`config.mk`:
```
export PLATFORM = sky130hd
export DESIGN_NAME = pe_ddr_wr_ctrl
export DESIGN_NICKNAME = d
export VERILOG_FILES = /design/src/rtl/pe_ddr_wr_ctrl.sv
export SDC_FILE = /design/constraint.sdc
export NUM_CORES = 2
export LEC_CHECK = 0
export CAP_MARGIN = 10
export CORE_MARGIN = 2
export CORE_UTILIZATION = 65
export DETAILED_ROUTE_END_ITERATION = 10
export GPL_ROUTABILITY_DRIVEN = 0
export PLACE_DENSITY = 0.9
export SLEW_MARGIN = 30
export SYNTH_ARGS = -nofsm -noshare
export SYNTH_HDL_FRONTEND = slang
export SYNTH_SLANG_ARGS = --single-unit
export TNS_END_PERCENT = 5
```
`constraint.sdc`:
```
create_clock -name clk -period 14.05 [get_ports clk]
set_input_delay 4.215 -clock clk [delete_from_list [all_inputs] [get_ports clk]]
set_output_delay 4.215 -clock clk [all_outputs]
set_load 0.1 [all_outputs]
```
`src/rtl/pe_ddr_wr_ctrl.sv`:
```
// Purpose: buffers a PE result/mask word stream and writes it to DDR as incrementing write bursts from a base address.
// Latency: the first AW is raised at least 1 cycle after the BURST_LEN-th word (or the final word) lands in the FIFO.
// Backpressure: s_ready drops when the FIFO is full; AW waits for a full burst in the FIFO and fewer than MAX_OUTST open bursts.
// Optional: define PE_DDR_WR_PERF_EN to add the perf_stall_cnt output.
module pe_ddr_wr_ctrl #(
  parameter int DW         = 64,
  parameter int AW         = 32,
  parameter int BURST_LEN  = 16,
  parameter int FIFO_DEPTH = 32,
  parameter int MAX_OUTST  = 4
) (
  input  logic          clk,
  input  logic          rst,
  input  logic          start,
  output logic          done,
  input  logic [AW-1:0] conf_base_addr,
  input  logic [15:0]   conf_word_num,
  input  logic [DW-1:0] s_data,
  input  logic          s_valid,
  output logic          s_ready,
  output logic [AW-1:0] m_awaddr,
  output logic [7:0]    m_awlen,
  output logic          m_awvalid,
  input  logic          m_awready,
  output logic [DW-1:0] m_wdata,
  output logic          m_wlast,
  output logic          m_wvalid,
  input  logic          m_wready,
  input  logic          m_bvalid,
  output logic          m_bready
`ifdef PE_DDR_WR_PERF_EN
  ,
  output logic [31:0]   perf_stall_cnt
`endif
);

  localparam int PW = $clog2(FIFO_DEPTH);
  localparam int CW = PW + 1;
  localparam int OW = $clog2(MAX_OUTST + 1);
  localparam logic [15:0]   BL         = 16'(BURST_LEN);
  localparam logic [AW-1:0] WORD_BYTES = AW'(DW / 8);

  typedef enum logic [1:0] {S_IDLE, S_ISSUE, S_DATA, S_DRAIN} state_t;
  state_t state, state_nxt;

  logic [AW-1:0] addr;
  logic [15:0]   remaining;
  logic [15:0]   cur_len;
  logic [15:0]   beat;
  logic [15:0]   len_nxt;
  logic [OW-1:0] outst;

  logic [DW-1:0] mem [FIFO_DEPTH];
  logic [PW-1:0] wr_ptr, rd_ptr;
  logic [CW-1:0] count;

  logic push, pop, aw_hs, w_hs, last_beat, start_ok;

  // Size of the burst about to be issued; constant while in ISSUE so AW stays stable.
  assign len_nxt   = (remaining > BL) ? BL : remaining;

  assign done      = (state == S_IDLE);
  assign s_ready   = (state != S_IDLE) && (count != CW'(FIFO_DEPTH));
  // count only grows and outst only shrinks while in ISSUE, so awvalid never drops before its handshake.
  assign m_awvalid = (state == S_ISSUE) && (16'(count) >= len_nxt) && (outst < OW'(MAX_OUTST));
  assign m_awaddr  = addr;
  assign m_awlen   = 8'(len_nxt - 16'd1);
  // The whole burst is already in the FIFO before AW, so W never runs dry mid-burst.
  assign m_wvalid  = (state == S_DATA);
  assign m_wdata   = mem[rd_ptr];
  assign last_beat = (beat == cur_len - 16'd1);
  assign m_wlast   = m_wvalid && last_beat;
  assign m_bready  = 1'b1;

  assign push     = s_valid && s_ready;
  assign aw_hs    = m_awvalid && m_awready;
  assign w_hs     = m_wvalid && m_wready;
  assign pop      = w_hs;
  assign start_ok = start && done;

  // Next-state: issue, stream one burst, repeat, then wait for all responses.
  always_comb begin
    state_nxt = state;
    case (state)
      S_IDLE:  if (start) state_nxt = (conf_word_num == 16'd0) ? S_DRAIN : S_ISSUE;
      S_ISSUE: if (aw_hs) state_nxt = S_DATA;
      S_DATA:  if (w_hs && last_beat) state_nxt = (remaining != 16'd0) ? S_ISSUE : S_DRAIN;
      // A response arriving this cycle for the last open burst lets done rise on the next cycle.
      S_DRAIN: if (outst == '0 || (outst == OW'(1) && m_bvalid)) state_nxt = S_IDLE;
      default: state_nxt = S_IDLE;
    endcase
  end

  // State register.
  always_ff @(posedge clk) begin
    if (rst) state <= S_IDLE;
    else     state <= state_nxt;
  end

  // Job address, words left, current burst length and beat position.
  always_ff @(posedge clk) begin
    if (rst) begin
      addr      <= '0;
      remaining <= '0;
      cur_len   <= '0;
      beat      <= '0;
    end else begin
      if (start_ok) begin
        addr      <= conf_base_addr;
        remaining <= conf_word_num;
      end else if (aw_hs) begin
        addr      <= addr + AW'(len_nxt) * WORD_BYTES;
        remaining <= remaining - len_nxt;
        cur_len   <= len_nxt;
        beat      <= '0;
      end
      if (w_hs) beat <= last_beat ? 16'd0 : beat + 16'd1;
    end
  end

  // Open-burst count: AW opens, B closes, both together cancel.
  always_ff @(posedge clk) begin
    if (rst)                                     outst <= '0;
    else if (aw_hs && !m_bvalid)                 outst <= outst + OW'(1);
    else if (!aw_hs && m_bvalid && outst != '0)  outst <= outst - OW'(1);
  end

  // FIFO storage; emptied by pointer reset, the array itself needs none.
  always_ff @(posedge clk) begin
    if (push) mem[wr_ptr] <= s_data;
  end

  // FIFO pointers and occupancy; push and pop together leave count unchanged.
  always_ff @(posedge clk) begin
    if (rst) begin
      wr_ptr <= '0;
      rd_ptr <= '0;
      count  <= '0;
    end else begin
      if (push) wr_ptr <= wr_ptr + PW'(1);
      if (pop)  rd_ptr <= rd_ptr + PW'(1);
      case ({push, pop})
        2'b10:   count <= count + CW'(1);
        2'b01:   count <= count - CW'(1);
        default: count <= count;
      endcase
    end
  end

`ifdef PE_DDR_WR_PERF_EN
  // Busy cycles spent waiting on the DDR side for AW or W acceptance.
  always_ff @(posedge clk) begin
    if (rst)           perf_stall_cnt <= '0;
    else if (start_ok) perf_stall_cnt <= '0;
    else if (!done && ((m_wvalid && !m_wready) || (m_awvalid && !m_awready)))
      perf_stall_cnt <= perf_stall_cnt + 32'd1;
  end
`endif

endmodule

```
; Word level (Yosys, flattened, before mapping)
; Memory sizes are Yosys's and may differ from the RTL's. A register that Yosys moved wholly into a read port is not among the register bits.
; Index checks and enable logic that the tools add are counted.
[word_totals]
register_bits = 101
ram_bits = 2048
out_inout_bits = 110
n_memories = 1
[memory_table]
columns = memory, words, word_bits, rd, rd_ports_with_merged_regs, wr, line_no
row1 = mem, 32, 64, 1, 1, 1, 53  ; logic [DW-1:0] mem [FIFO_DEPTH];
[classes]
n_addsub = 11
n_lt_le_gt_ge = 3
n_eq_ne = 13
mux = 23
bitwise = 1
reduce_logical = 29
[op_table]
columns = cell, count
row1 = $mux 16, 7
row2 = $mux 32, 2
row3 = $add 32x19->32, 1
row4 = $add 16x1->16 const B, 1
row5 = $eq 16x16->1, 1
row6 = $ge 6x16->1, 1
row7 = $gt 16x5->1 const B, 1
row8 = $logic_not 16->1, 1
row9 = $reduce_bool 16->1, 1
row10 = $sub 16x1->16 const B, 1
row11 = $sub 16x16->16, 1
row12 = $logic_and 1x1->1, 13
row13 = $mux 2, 6
row14 = $pmux 6 s2, 1
row15 = $add 5x1->5 const B, 2
row16 = $mux 5, 2
row17 = $reduce_bool 2->1, 5
row18 = $ne 2x2->1 const B, 4
row19 = $pmux 2 s4, 1
row20 = $sub 8x1->8 const B, 1
row21 = $add 6x1->6 const B, 1
row22 = $eq 2x2->1 const B, 3
row23 = $mux 3, 2
row24 = $ne 6x6->1 const B, 1
row25 = 16 further kinds, 20

; Longest topological paths before layout
[logic_depth]
depth_word = 11
mapped_depth = 16

; Least setup slack after synthesis
; Ideal clock, no wire load.
[synth_timing]
path_type = reg2out
from = register remaining[5]
to = output port m_awlen[2]
arrival_time_ps = 4318
required_time_ps = 9835
slack_ps = 5517
stages_incl_launch_ff = 8
n_path_buf = 0
path_cell_list = dfxtp_1 > or3_1 > nor3_1 > nand3_1 > a21oi_1 > nand2_1 > ha_1 > xnor2_1
[synth_between]
elab_chain_cells = 3
[synth_lines]
columns = element, line_no
row1 = "start, declared", 47  ; logic [15:0] remaining;
row2 = "start signal, assigned", 110  ; remaining <= conf_word_num;
row3 = "start signal, assigned", 113  ; remaining <= remaining - len_nxt;
row4 = $gt 16x5->1, 60  ; assign len_nxt = (remaining > BL) ? BL : remaining;
row5 = $mux 16, 60
row6 = $sub 8x1->8, 67  ; assign m_awlen = 8'(len_nxt - 16'd1);
row7 = "end, declared", 22  ; output logic [7:0] m_awlen,
; Every way passes these cells.

==> results_dict.tcl <==
set metrics [dict create \
    status "finished clean" \
    layout-drive-gt1-share_pct 28.9 \
    ctsRootBufferMaster "clkbuf_16" \
    end_kind "output pin" \
    async_flop_share_pct 0 \
    hold_path.class "flip-flop to flip-flop" \
    syn_area_per_cell_um2 22.3 \
    synthTopCellsByCount "2048 x edfxtp_1, 640 x mux4_2, 121 x clkbuf_1, 106 x dfxtp_1, 106 x nor2_1" \
    finalHoldViolCount 0 \
    finalClockSkew_ns 0.0779 \
    grt_pass1_wl_um 362000 \
    yosysTopAreaCellShare_pct 73.2 \
    wl_per_cell_um 45.2 \
    insertion_delay_ns 0.87 \
    dpl_cell_area_um2 88600 \
    final_area_um2 95400 \
    totalWireLength_um 270000 \
    start_kind "flip-flop" \
    hold_buffers 0 \
    ys_seq_area_share_pct 75.7 \
    path_clk_slew_ns 0.07 \
    power_density_nw_per_um2 142 \
    rsz0062_at_grt "false" \
    max_freq_ghz 0.0989 \
    firstDrtPassIters 6 \
    ctsResizeCount 0 \
    portBuffers 227 \
    yosysTopAreaCell "edfxtp_1" \
    post-cts-setup-buffer-count 0 \
    hpwl_um 124000 \
    maxSlewHeadroom_pct 25.5 \
    ant_nets 0 \
    clock_path_buffers 3 \
    syn2layout_area_growth_pct 13.5 \
    max_cap_violations 0 \
    synth_ff_type "edfxtp_1" \
    dieArea_um2 132000 \
    yosysWarnings 0 \
    period_needed_ns 10.11 \
    cp.required_ns 9.84 \
    synth.most_common_cell "edfxtp_1" \
    hold_start "m_awaddr[1]" \
    grt-ovfl-total 0 \
    die_w_um 364 \
    fin_crit_sh_pct 72.0 \
    post-route-drc-count 0 \
    layout.nets 4268 \
    setup_viol 0 \
    arrival_ns 5.90 \
    cts_buffers 200 \
    rows 131 \
    die_y_um 364 \
    ys_ff_latch 2154 \
    fillCellCount 6331 \
    cp_max_fo 131 \
    totalNegativeSetupSlack_ns 0 \
    synth_edf_count 2048 \
    synth.area.top_cells "edfxtp_1 73%, mux4_2 17%, dfxtp_1 2.5%" \
    rr_startpoint "remaining[5]" \
    antenna_found_initial 40 \
    vias_per_cell 7.75 \
    finalMaxSlewViolations 0 \
    top_level_ports 229 \
    synth_cell_types 82 \
    cts_sinks 2154 \
    grt_max_degree 154 \
    worst_pin_slew_ns 1.12 \
    htreeDepth 4 \
    grt.total_usage_pct 40.6 \
    syn_inst 3770 \
    p_leak_nw 29.1 \
    grt_pass1_vias 46588 \
    dr.first_iter.drc_count 9409 \
    peakVddDrop_mv 0.153 \
    crit_type "flip-flop to output pin" \
    start_util_pct 65.7 \
    route.vias.total 46273 \
    cts_tree "built" \
    netlist_area_um2 84000 \
    core_area_um2 128000 \
]
[layer usage]
layer  wire length, um  global-route usage, %  up-vias
li1                  -                      -    16662
met3             35200                   11.2     1293
met5               169                  0.327        -
met1             78600                   48.3    23234
met2            132000                   64.0     5060
met4             23800                   30.0       24
[critical path, cell delays in order (launching register included)]
cell and delay (ns):
dfxtp_4 0.88, buf_12 0.71, buf_4 0.90, mux4_2 0.51, mux4_2 0.57, mux2_2 0.35, clkdlybuf4s50_1 0.98
[worst paths after layout]
kind | to | slack (ns) | depth (start not counted)
worst min register to register | m_awaddr[1] | 0.45 | 2
worst max-delay path | m_wdata[22] | 3.94 | 6
worst min-delay path | m_awaddr[1] | 0.45 | 2
worst max register to register | m_awaddr[31] | 8.82 | 13
[metrics by stage]
step	util, %	power (W)	hold slack (ns)	instances	worst slack [ns]
after floorplan	-	0.00769	0.457	3782	5.52
after global placement	69.2	0.00792	0.445	5550	5.12
after detailed placement	69.3	0.00795	0.447	5555	4.97
after CTS	74.5	0.0135	0.456	5927	4.01
after global routing	74.6	0.0138	0.485	5949	3.80
final	74.6	0.0136	0.455	5971	3.94
[logic make-up after synthesis]
logic type	Yosys count	share of synthesized area [%]
other cells	2	0.00894
flops	2154	75.7
compound gates	224	1.76
fa+ha+maj	42	0.643
mux	707	18.0
simple gates	355	2.08
xor+xnor	61	0.636
buf+inv	225	1.11
[cell type report]
type / instances / area [um2] / share of cell area, %
clock buffers: 242 / 5210 / 5.46
clock inverters: 130 / 1510 / 1.58
well taps: 1662 / 2080 / 2.18
inverters: 29 / 109 / 0.114
flip-flops and latches: 2154 / 63600 / 66.7
diodes: 32 / 80.1 / 0.0839
repair buffers: 319 / 3010 / 3.16
multi-input cells: 1403 / 19800 / 20.7
[cell usage in the layout (no fill, tap or decap), types with 24 or more instances in the layout]
| master | n |
|---|---|
| edfxtp_1 | 2048 |
| mux4_2 | 640 |
| clkbuf_16 | 200 |
| clkdlybuf4s50_1 | 152 |
| dfxtp_1 | 101 |
| nand2_1 | 87 |
| buf_2 | 75 |
| nor2_1 | 74 |
| a21oi_1 | 69 |
| mux2_2 | 64 |
| buf_4 | 52 |
| ha_1 | 40 |
| xnor2_1 | 38 |
| clkinv_2 | 38 |
| clkbuf_1 | 37 |
| nand3_1 | 34 |
| clkinv_1 | 34 |
| diode_2 | 32 |
| nor2_4 | 32 |
| o21ai_0 | 28 |
| inv_1 | 27 |
| bufinv_16 | 25 |
| nor3_1 | 24 |
[flip-flops by register name (all words and copies together), names as in the netlist, named ones only]
signal     cells
beat          16
count          6
cur_len       16
m_awaddr      32
mem         2048
outst          3
rd_ptr         5
remaining     16
state          2
wr_ptr         5
[power by group]
group	internal, W	switching [W]
sequential	0.00705	0.0000324
combinational	0.000227	0.000523
clock	0.00313	0.00260
(Power assumes the default switching activity.)
